## src/rtl/parking_occupancy_ctrl_pkg.sv

```systemverilog
// Shared types and constants for the parking occupancy sequencer and its gate timer.
package parking_pkg;

    localparam int OCC_W   = 4;
    localparam int TIMER_W = 8;

    localparam logic [OCC_W-1:0] OP_INC_B = 4'b0000;
    localparam logic [OCC_W-1:0] OP_DEC_B = 4'b1111;

    typedef enum logic [1:0] {
        IDLE   = 2'd0,
        ADD    = 2'd1,
        COMMIT = 2'd2,
        GATE   = 2'd3
    } park_state_e;

    // A decrement (b = all ones) must carry out; an increment must not.
    function automatic logic expected_cout(input logic [OCC_W-1:0] b);
        return (b == OP_DEC_B);
    endfunction

endpackage

```

## src/rtl/parking_occupancy_ctrl_if.sv

```systemverilog
// Operand/result bus between the occupancy sequencer (master) and the external ripple adder (slave).
interface parking_adder_if;
    import parking_pkg::*;

    logic [OCC_W-1:0] add_a;
    logic [OCC_W-1:0] add_b;
    logic             add_cin;
    logic [OCC_W-1:0] add_sum;
    logic             add_cout;

    modport master (
        output add_a,
        output add_b,
        output add_cin,
        input  add_sum,
        input  add_cout
    );

    modport slave (
        input  add_a,
        input  add_b,
        input  add_cin,
        output add_sum,
        output add_cout
    );

endinterface

```

## src/rtl/parking_occupancy_ctrl_gate_timer.sv

```systemverilog
// Loadable down-counter that times how long the barrier stays raised; done flags a zero count.
module gate_timer
    import parking_pkg::*;
#(
    parameter int W = TIMER_W
) (
    input  logic         clk,
    input  logic         rst_n,
    input  logic         load,
    input  logic [W-1:0] load_val,
    input  logic         dec,
    output logic         done
);

    logic [W-1:0] count_r;

    // Counter register: load wins over decrement, and the count never wraps below zero.
    always_ff @(posedge clk or negedge rst_n) begin
        if (!rst_n) begin
            count_r <= '0;
        end else if (load) begin
            count_r <= load_val;
        end else if (dec && (count_r != '0)) begin
            count_r <= count_r - W'(1);
        end else begin
            count_r <= count_r;
        end
    end

    assign done = (count_r == '0);

endmodule

```

## src/rtl/parking_occupancy_ctrl.sv

```systemverilog
// Occupancy sequencer: turns entry/exit pulses into adder operands, commits the sum, and runs the barrier.
// Optional build macro PARK_FAULT_FLAG_EN adds a sticky fault output.
module parking_occupancy_ctrl
    import parking_pkg::*;
#(
    parameter int CAPACITY    = 9,
    parameter int GATE_CYCLES = 8
) (
    input  logic             clk,
    input  logic             rst_n,
    input  logic             entry_req,
    input  logic             exit_req,
    parking_adder_if.master  adder,
    output logic [OCC_W-1:0] occupancy,
    output logic             full,
    output logic             empty,
    output logic             gate_open,
    output logic             reject,
    output logic             busy
`ifdef PARK_FAULT_FLAG_EN
    ,
    output logic             fault
`endif
);

    localparam logic [OCC_W-1:0]   CAP_V     = OCC_W'(CAPACITY);
    localparam logic [TIMER_W-1:0] GATE_LOAD = TIMER_W'(GATE_CYCLES - 1);

    park_state_e      state_r, state_n;
    logic [OCC_W-1:0] occ_r, occ_n;
    logic [OCC_W-1:0] add_a_r, add_a_n;
    logic [OCC_W-1:0] add_b_r, add_b_n;
    logic             add_cin_r, add_cin_n;
    logic             reject_r, reject_s;
    logic             gate_open_r;
    logic             busy_r;
    logic             timer_load_s;
    logic             timer_dec_s;
    logic             timer_done_s;
    logic             cout_bad_s;

    assign cout_bad_s = (adder.add_cout != expected_cout(add_b_r));

    gate_timer #(.W(TIMER_W)) u_gate_timer (
        .clk      (clk),
        .rst_n    (rst_n),
        .load     (timer_load_s),
        .load_val (GATE_LOAD),
        .dec      (timer_dec_s),
        .done     (timer_done_s)
    );

    // Next-state, operand and reject decode.
    always_comb begin
        state_n      = state_r;
        occ_n        = occ_r;
        add_a_n      = add_a_r;
        add_b_n      = add_b_r;
        add_cin_n    = add_cin_r;
        reject_s     = 1'b0;
        timer_load_s = 1'b0;
        timer_dec_s  = 1'b0;
        case (state_r)
            IDLE: begin
                // Exit has priority; a simultaneous entry is dropped and flagged.
                if (exit_req) begin
                    if (occ_r != '0) begin
                        add_a_n   = occ_r;
                        add_b_n   = OP_DEC_B;
                        add_cin_n = 1'b0;
                        reject_s  = entry_req;
                        state_n   = ADD;
                    end else begin
                        reject_s  = 1'b1;
                    end
                end else if (entry_req) begin
                    if (occ_r < CAP_V) begin
                        add_a_n   = occ_r;
                        add_b_n   = OP_INC_B;
                        add_cin_n = 1'b1;
                        state_n   = ADD;
                    end else begin
                        reject_s  = 1'b1;
                    end
                end else begin
                    state_n = IDLE;
                end
            end
            ADD: begin
                state_n = COMMIT;
            end
            COMMIT: begin
                if (cout_bad_s) begin
                    reject_s = 1'b1;
                end else begin
                    occ_n    = adder.add_sum;
                end
                timer_load_s = 1'b1;
                state_n      = GATE;
            end
            GATE: begin
                if (timer_done_s) begin
                    state_n     = IDLE;
                end else begin
                    timer_dec_s = 1'b1;
                end
            end
            default: begin
                state_n = IDLE;
            end
        endcase
    end

    // State, occupancy, operand and status registers.
    always_ff @(posedge clk or negedge rst_n) begin
        if (!rst_n) begin
            state_r     <= IDLE;
            occ_r       <= '0;
            add_a_r     <= '0;
            add_b_r     <= '0;
            add_cin_r   <= 1'b0;
            reject_r    <= 1'b0;
            gate_open_r <= 1'b0;
            busy_r      <= 1'b0;
        end else begin
            state_r     <= state_n;
            occ_r       <= occ_n;
            add_a_r     <= add_a_n;
            add_b_r     <= add_b_n;
            add_cin_r   <= add_cin_n;
            reject_r    <= reject_s;
            gate_open_r <= (state_n == GATE);
            busy_r      <= (state_n != IDLE);
        end
    end

`ifdef PARK_FAULT_FLAG_EN
    logic fault_r;
    logic fault_set_s;

    assign fault_set_s = ((state_r == IDLE) && exit_req && (occ_r == '0)) ||
                         ((state_r == COMMIT) && cout_bad_s);

    // Sticky fault flag; only the reset clears it.
    always_ff @(posedge clk or negedge rst_n) begin
        if (!rst_n) begin
            fault_r <= 1'b0;
        end else if (fault_set_s) begin
            fault_r <= 1'b1;
        end else begin
            fault_r <= fault_r;
        end
    end

    assign fault = fault_r;
`endif

    assign adder.add_a   = add_a_r;
    assign adder.add_b   = add_b_r;
    assign adder.add_cin = add_cin_r;
    assign occupancy     = occ_r;
    assign full          = (occ_r == CAP_V);
    assign empty         = (occ_r == '0);
    assign gate_open     = gate_open_r;
    assign reject        = reject_r;
    assign busy          = busy_r;

endmodule

```

## src/flat_wrapper.sv

```systemverilog
// flat-port wrapper written by rule: the top's interface ports become plain ports
module parking_occupancy_ctrl_flat import parking_pkg::*;
#(
    parameter int CAPACITY    = 9,
    parameter int GATE_CYCLES = 8
)
  (clk, rst_n, entry_req, exit_req, occupancy, full, empty, gate_open, reject, busy, adder_add_a, adder_add_b, adder_add_cin, adder_add_sum, adder_add_cout);
  parking_adder_if adder_i ();
  input  logic clk;
  input  logic rst_n;
  input  logic entry_req;
  input  logic exit_req;
  output logic [OCC_W-1:0] occupancy;
  output logic full;
  output logic empty;
  output logic gate_open;
  output logic reject;
  output logic busy;
  output wire logic [$bits(adder_i.add_a)-1:0] adder_add_a;
  output wire logic [$bits(adder_i.add_b)-1:0] adder_add_b;
  output wire logic [$bits(adder_i.add_cin)-1:0] adder_add_cin;
  input wire logic [$bits(adder_i.add_sum)-1:0] adder_add_sum;
  input wire logic [$bits(adder_i.add_cout)-1:0] adder_add_cout;
  assign adder_add_a = adder_i.add_a;
  assign adder_add_b = adder_i.add_b;
  assign adder_add_cin = adder_i.add_cin;
  assign adder_i.add_sum = adder_add_sum;
  assign adder_i.add_cout = adder_add_cout;
  parking_occupancy_ctrl #(.CAPACITY(CAPACITY), .GATE_CYCLES(GATE_CYCLES)) u_core (.clk(clk), .rst_n(rst_n), .entry_req(entry_req), .exit_req(exit_req), .adder(adder_i), .occupancy(occupancy), .full(full), .empty(empty), .gate_open(gate_open), .reject(reject), .busy(busy));
endmodule
```

## config.mk

```make
export PLATFORM = sky130hd
export DESIGN_NAME = parking_occupancy_ctrl_flat
export DESIGN_NICKNAME = d
export VERILOG_FILES = /design/src/rtl/parking_occupancy_ctrl_pkg.sv /design/src/rtl/parking_occupancy_ctrl_if.sv /design/src/rtl/parking_occupancy_ctrl_gate_timer.sv /design/src/rtl/parking_occupancy_ctrl.sv /design/src/flat_wrapper.sv
export SDC_FILE = /design/constraint.sdc
export NUM_CORES = 1
export LEC_CHECK = 0
export ABC_CLOCK_PERIOD_IN_PS = 2000
export CAP_MARGIN = 20
export CORE_UTILIZATION = 25
export CTS_CLUSTER_DIAMETER = 60
export DETAILED_ROUTE_END_ITERATION = 6
export GPL_TIMING_DRIVEN = 0
export SYNTH_ARGS = -nofsm -noshare
export SYNTH_HDL_FRONTEND = slang
export SYNTH_SLANG_ARGS = --single-unit
```

## constraint.sdc

```tcl
create_clock -name clk -period 2 [get_ports clk]
set_input_delay 0.4 -clock clk [delete_from_list [all_inputs] [get_ports clk]]
set_output_delay 0.4 -clock clk [all_outputs]
set_load 0.03 [all_outputs]
```

; ---- After elaboration in Yosys (flattened, before gate mapping)
; Cells that the tools add are included.
[word_totals]
ff_bits = 26
in_bits = 9
output_inout_bits = 18
wordCells = 61
[classes]
addsub = 1
magnitude_cmp = 1
n_eq_ne = 8
n_mux = 29
bitwise = 1
reduce_logical = 12
[ops]
columns = op, n
row1 = $mux W4, 8
row2 = $mux W8, 2
row3 = $mux W1, 12
row4 = $mux W2, 5
row5 = $eq A4 B4 Y1 const B, 2
row6 = $logic_not A8 Y1, 1
row7 = $pmux W2 S4, 1
row8 = $reduce_bool A2 Y1, 4
row9 = $reduce_bool A8 Y1, 1
row10 = $sub A8 B1 Y8 const B, 1
row11 = $eq A2 B2 Y1 const B, 3
row12 = $logic_not A4 Y1, 1
row13 = $lt A4 B4 Y1 const B, 1
row14 = $reduce_and A4 Y1, 1
row15 = $reduce_bool A4 Y1, 1
row16 = $eq A2 B1 Y1 const B, 1
row17 = $logic_not A2 Y1, 1
row18 = $ne A2 B1 Y1 const B, 1
row19 = $pmux W1 S2, 1
row20 = $reduce_and A2 Y1, 1
row21 = $logic_and A1 B1 Y1, 1
row22 = $ne A1 B1 Y1, 1
row23 = $not A1 Y1, 1

; ---- Longest topological paths before layout
[depth]
word_depth = 6
mapped_depth = 6
ltp_nobuf = 6

; ---- By module
; Synthesis repeated with hierarchy kept, for this count alone.
[unflattened]
cells_unflattened = 124
area_unflattened_um2 = 1261.2
[by_module_without_submodules]
columns = module, instances, cells_each, area_each_um2, seq_area_each_um2
row1 = parking_occupancy_ctrl, 1, 66, 733.2, 375.4
row2 = gate_timer, 1, 58, 528.0, 200.2

; ---- Worst setup path after synthesis
; No wires, ideal clock.
[synth_path]
path_type = register to output
startpoint = register u_core.occ_r[3], in the netlist u_core.occupancy[3]
endpoint = output full
t_arrival_ns = 1.395
t_required_ns = 1.600
path_slack_ns = 0.205
path_stages_with_launch = 3
n_path_buf = 0
cell_sequence = dfrtp_1 > nand2_1 > nor3_1
[synth_via]
elab_chain_cells = 1
[synth_rtl]
columns = item, line_no
row1 = start: declaration, parking_occupancy_ctrl.sv:30  ; logic [OCC_W-1:0] occ_r, occ_n;
row2 = start signal: assignment, parking_occupancy_ctrl.sv:127  ; occ_r <= occ_n;
row3 = $eq A4 B4 Y1, parking_occupancy_ctrl.sv:162  ; assign full = (occ_r == CAP_V);
row4 = end: declaration, flat_wrapper.sv:14  ; output logic full;
; Every way passes these cells.

==> reports/results.ini <==
[status]
outcome = completed

[synth]
synth_top_area_cell = dfrtp_1
yosysTopAreaCellShare = 0.481
ys_ff_latch = 23
netlist_area_sq_um = 1200
synth_cell_types = 37
avgSynthCellArea_sq_um = 10.1
postSynthCellCount = 119
synth.area.top_cells = dfrtp_1, nand2_1, nor2_1
seq_area_frac_synth = 0.481
yosysWarnings = 0
syn-num-nets = 130

[clock_network]
root_buffer = clkbuf_8
cts_setup_buffers = 0
cts_inserted_buffers = 3
cts_sinks = 23
htree_levels = 1
cts_hold_buf = 0
clk-insertion-delay-late_ps = 260
clkSlewWorstSetupHoldPaths_ps = 80
clk_path_buf_depth = 2
cts_tree = yes

[global_route]
grt_pass1_vias = 1020
grt_max_degree = 24
grt_pass1_wl_um = 4810
grt-ovfl-total = 0
track_usage = 0.119
antenna_found_initial = 0

[finish]
drive_gt1_frac = 0.140
seqCellArea_sq_um = 577
nNetsFinal = 162
filler_cell_count = 441
fin_area_sq_um = 1580
areaGrowthSynthToFinish_pct = 32.2
antenna_cells = 0
finalCoreUtilization = 0.353
fin_cells = 202
multiInputGateArea_sq_um = 564

[floorplan]
die_area_sq_um = 5070
row_count = 24
floorplan.initialDensity = 0.267
die_h_um = 71.2
core_region_area_sq_um = 4470
io_pins = 27
die_w_um = 71.2

[routing]
drt_iter0_markers = 38
drc = 0
avgViaCountPerCell = 5.01
drt-wirelength-per-cell_um = 13.9
first_pass_iters = 4
drtAntennaViolNets = 0
detail_route.wirelength_um = 2810
vias = 1012

[sta]
post-route-min-period_ps = 1920
worst_pin_slew_ps = 599
finalSetupViolations = 0
rsz0062_at_grt = no
fin_tns_setup_ps = 0
report.final.slew_viol_count = 0
finalClockSkew_ps = 1.22
fin_crit_sh = 0.959
max_slew_margin = 0.599
fmax_ghz = 0.522
finalWorstSetupSlack_ps = 82.7
finalHoldViolCount = 0

[flow_run]
maxCapViolCount = 0

[worst_setup_path]
ff2ff_setup_slack_ps = 170
timing.rr.start = u_core.u_gate_timer.count_r[0]$_DFFE_PN0P_
arrival_ps = 1520
slowest_delay_ps = 660
crit_required_ps = 1600
crit_start = u_core.adder.add_b[2]$_DFFE_PN0P_
path_cells = buf_4, clkdlybuf4s50_1
worstPathMaxFanout = 7
r2r_end = u_core.u_gate_timer.count_r[7]$_DFFE_PN0P_
cp-endpoint = adder_add_b[3]
reg2regPathDepth = 6
critPathLaunchType = register
crit_type = register to output port
critical-path-slowest-cell = clkdlybuf4s50_1
end_kind = output port

[place]
gp_congestion = 0.874
port_buffers = 26
pre_cts_slack_ps = 3.59
place_area_sq_um = 1520
dpl.hpwl_um = 2090
placedCellCount = 197

[power_and_ir_drop]
powerDensity_nw_per_um2 = 1400
power_leakage_nw = 0.702
ir_worst_vdd_v = 0.000622

[min_path]
min_path_type = register to register

-- repair_timing --
item	CTS	global route
setup endpoints to repair	2	3
pin swaps	0	0
gates resized for setup	3	4
-- synth_stat cells (all sizes together) --
master / number
buf: 4
a22oi: 1
a32o: 1
o21bai: 1
nor4b: 1
o21ai: 8
xor2: 2
or3: 2
a31oi: 3
nand2b: 2
nand3: 3
nor4: 2
clkbuf: 1
nor2b: 1
o31ai: 1
nand2: 15
a22o: 4
mux2i: 2
and2: 2
ha: 2
dfrtp: 23
nor2: 14
a21boi: 1
nor3: 5
a21o: 1
or2: 1
mux2: 4
nand4: 1
a32oi: 1
nand4b: 1
o2bb2ai: 2
a21oi: 3
inv: 4
-- layout by cell type (no fill, tap or decap), types with 2 or more instances in the layout --
cell type / count
clkdlybuf4s50_1: 22
inv_1: 4
dlymetal6s2s_1: 2
nor2_1: 14
a21oi_1: 3
a22o_1: 4
clkbuf_8: 4
dfrtp_1: 22
o2bb2ai_1: 2
ha_1: 2
nor3_1: 4
nand2_1: 15
mux2_2: 4
o21ai_0: 8
or3_1: 2
nand3_1: 3
nand2b_1: 2
buf_4: 3
mux2i_1: 2
a31oi_1: 3
xor2_1: 2
-- cell type report --
type,count,area share
well taps,52,0.0411
plain buffers,5,0.0261
clock buffers,4,0.0285
inverters,4,0.00949
repair buffers,27,0.173
multi-input cells,87,0.357
flip-flops and latches,23,0.365
-- power breakdown --
| group | internal [mW] | switching (mW) |
|---|---|---|
| Sequential | 0.636 | 0.248 |
| Clock | 0.142 | 0.144 |
| Combinational | 0.470 | 0.570 |
| Total | 1.25 | 0.962 |
-- critical path, delay by kind of cell (launching register included) --
kind / cells / cell delay [ps]
buffers and inverters: 2 / 810
DFF: 1 / 460
-- registers in the layout, summed over array words and instances, names as in the netlist --
name and count:
u_core.u_gate_timer.count_r 8, u_core.adder.add_b 1, u_core.adder.add_a 4, u_core.occupancy 4, u_core.busy 1, u_core.gate_open 1
u_core.adder.add_cin 1, u_core.reject 1, u_core.state_r 2
-- per-layer routing --
layer,up-vias,GRT usage,wire length [um],share of wire
met5,-,0,0,0
met3,4,0.0228,130,0.046
met2,30,0.208,1410,0.50
li1,487,-,-,-
met4,0,0.0267,31,0.011
met1,491,0.150,1240,0.44
-- worst min-delay path by stage --
stage                                                           from                                    endpoint  depth (start not counted)
after detailed placement           u_core.adder.add_a[0]$_DFFE_PN0P_           u_core.adder.add_a[0]$_DFFE_PN0P_                          1
after global routing               u_core.adder.add_a[0]$_DFFE_PN0P_           u_core.adder.add_a[0]$_DFFE_PN0P_                          1
after global placement             u_core.adder.add_a[0]$_DFFE_PN0P_           u_core.adder.add_a[0]$_DFFE_PN0P_                          1
final                     u_core.u_gate_timer.count_r[7]$_DFFE_PN0P_  u_core.u_gate_timer.count_r[7]$_DFFE_PN0P_                          1
after CTS                 u_core.u_gate_timer.count_r[7]$_DFFE_PN0P_  u_core.u_gate_timer.count_r[7]$_DFFE_PN0P_                          1
after floorplan                                                rst_n           u_core.adder.add_a[0]$_DFFE_PN0P_                          0
-- per-stage QoR --
step | hold slack, ps | power [mW]
floorplan | 104 | 1.55
detailed placement | 482 | 1.94
CTS | 502 | 2.23
global placement | 475 | 1.89
global route | 525 | 2.38
finish | 497 | 2.21
-- kinds of logic after synthesis --
family | Yosys count | share of synthesized area
adders and majority gates | 2 | 0.0209
buffers and inverters | 9 | 0.0471
AOI/OAI and AO/OA | 27 | 0.157
and+or+nand+nor | 50 | 0.225
muxes | 6 | 0.0544
xor gates and xnor gates | 2 | 0.0146
DFF | 23 | 0.481
No activity file was read; power rests on OpenSTA's default activity.
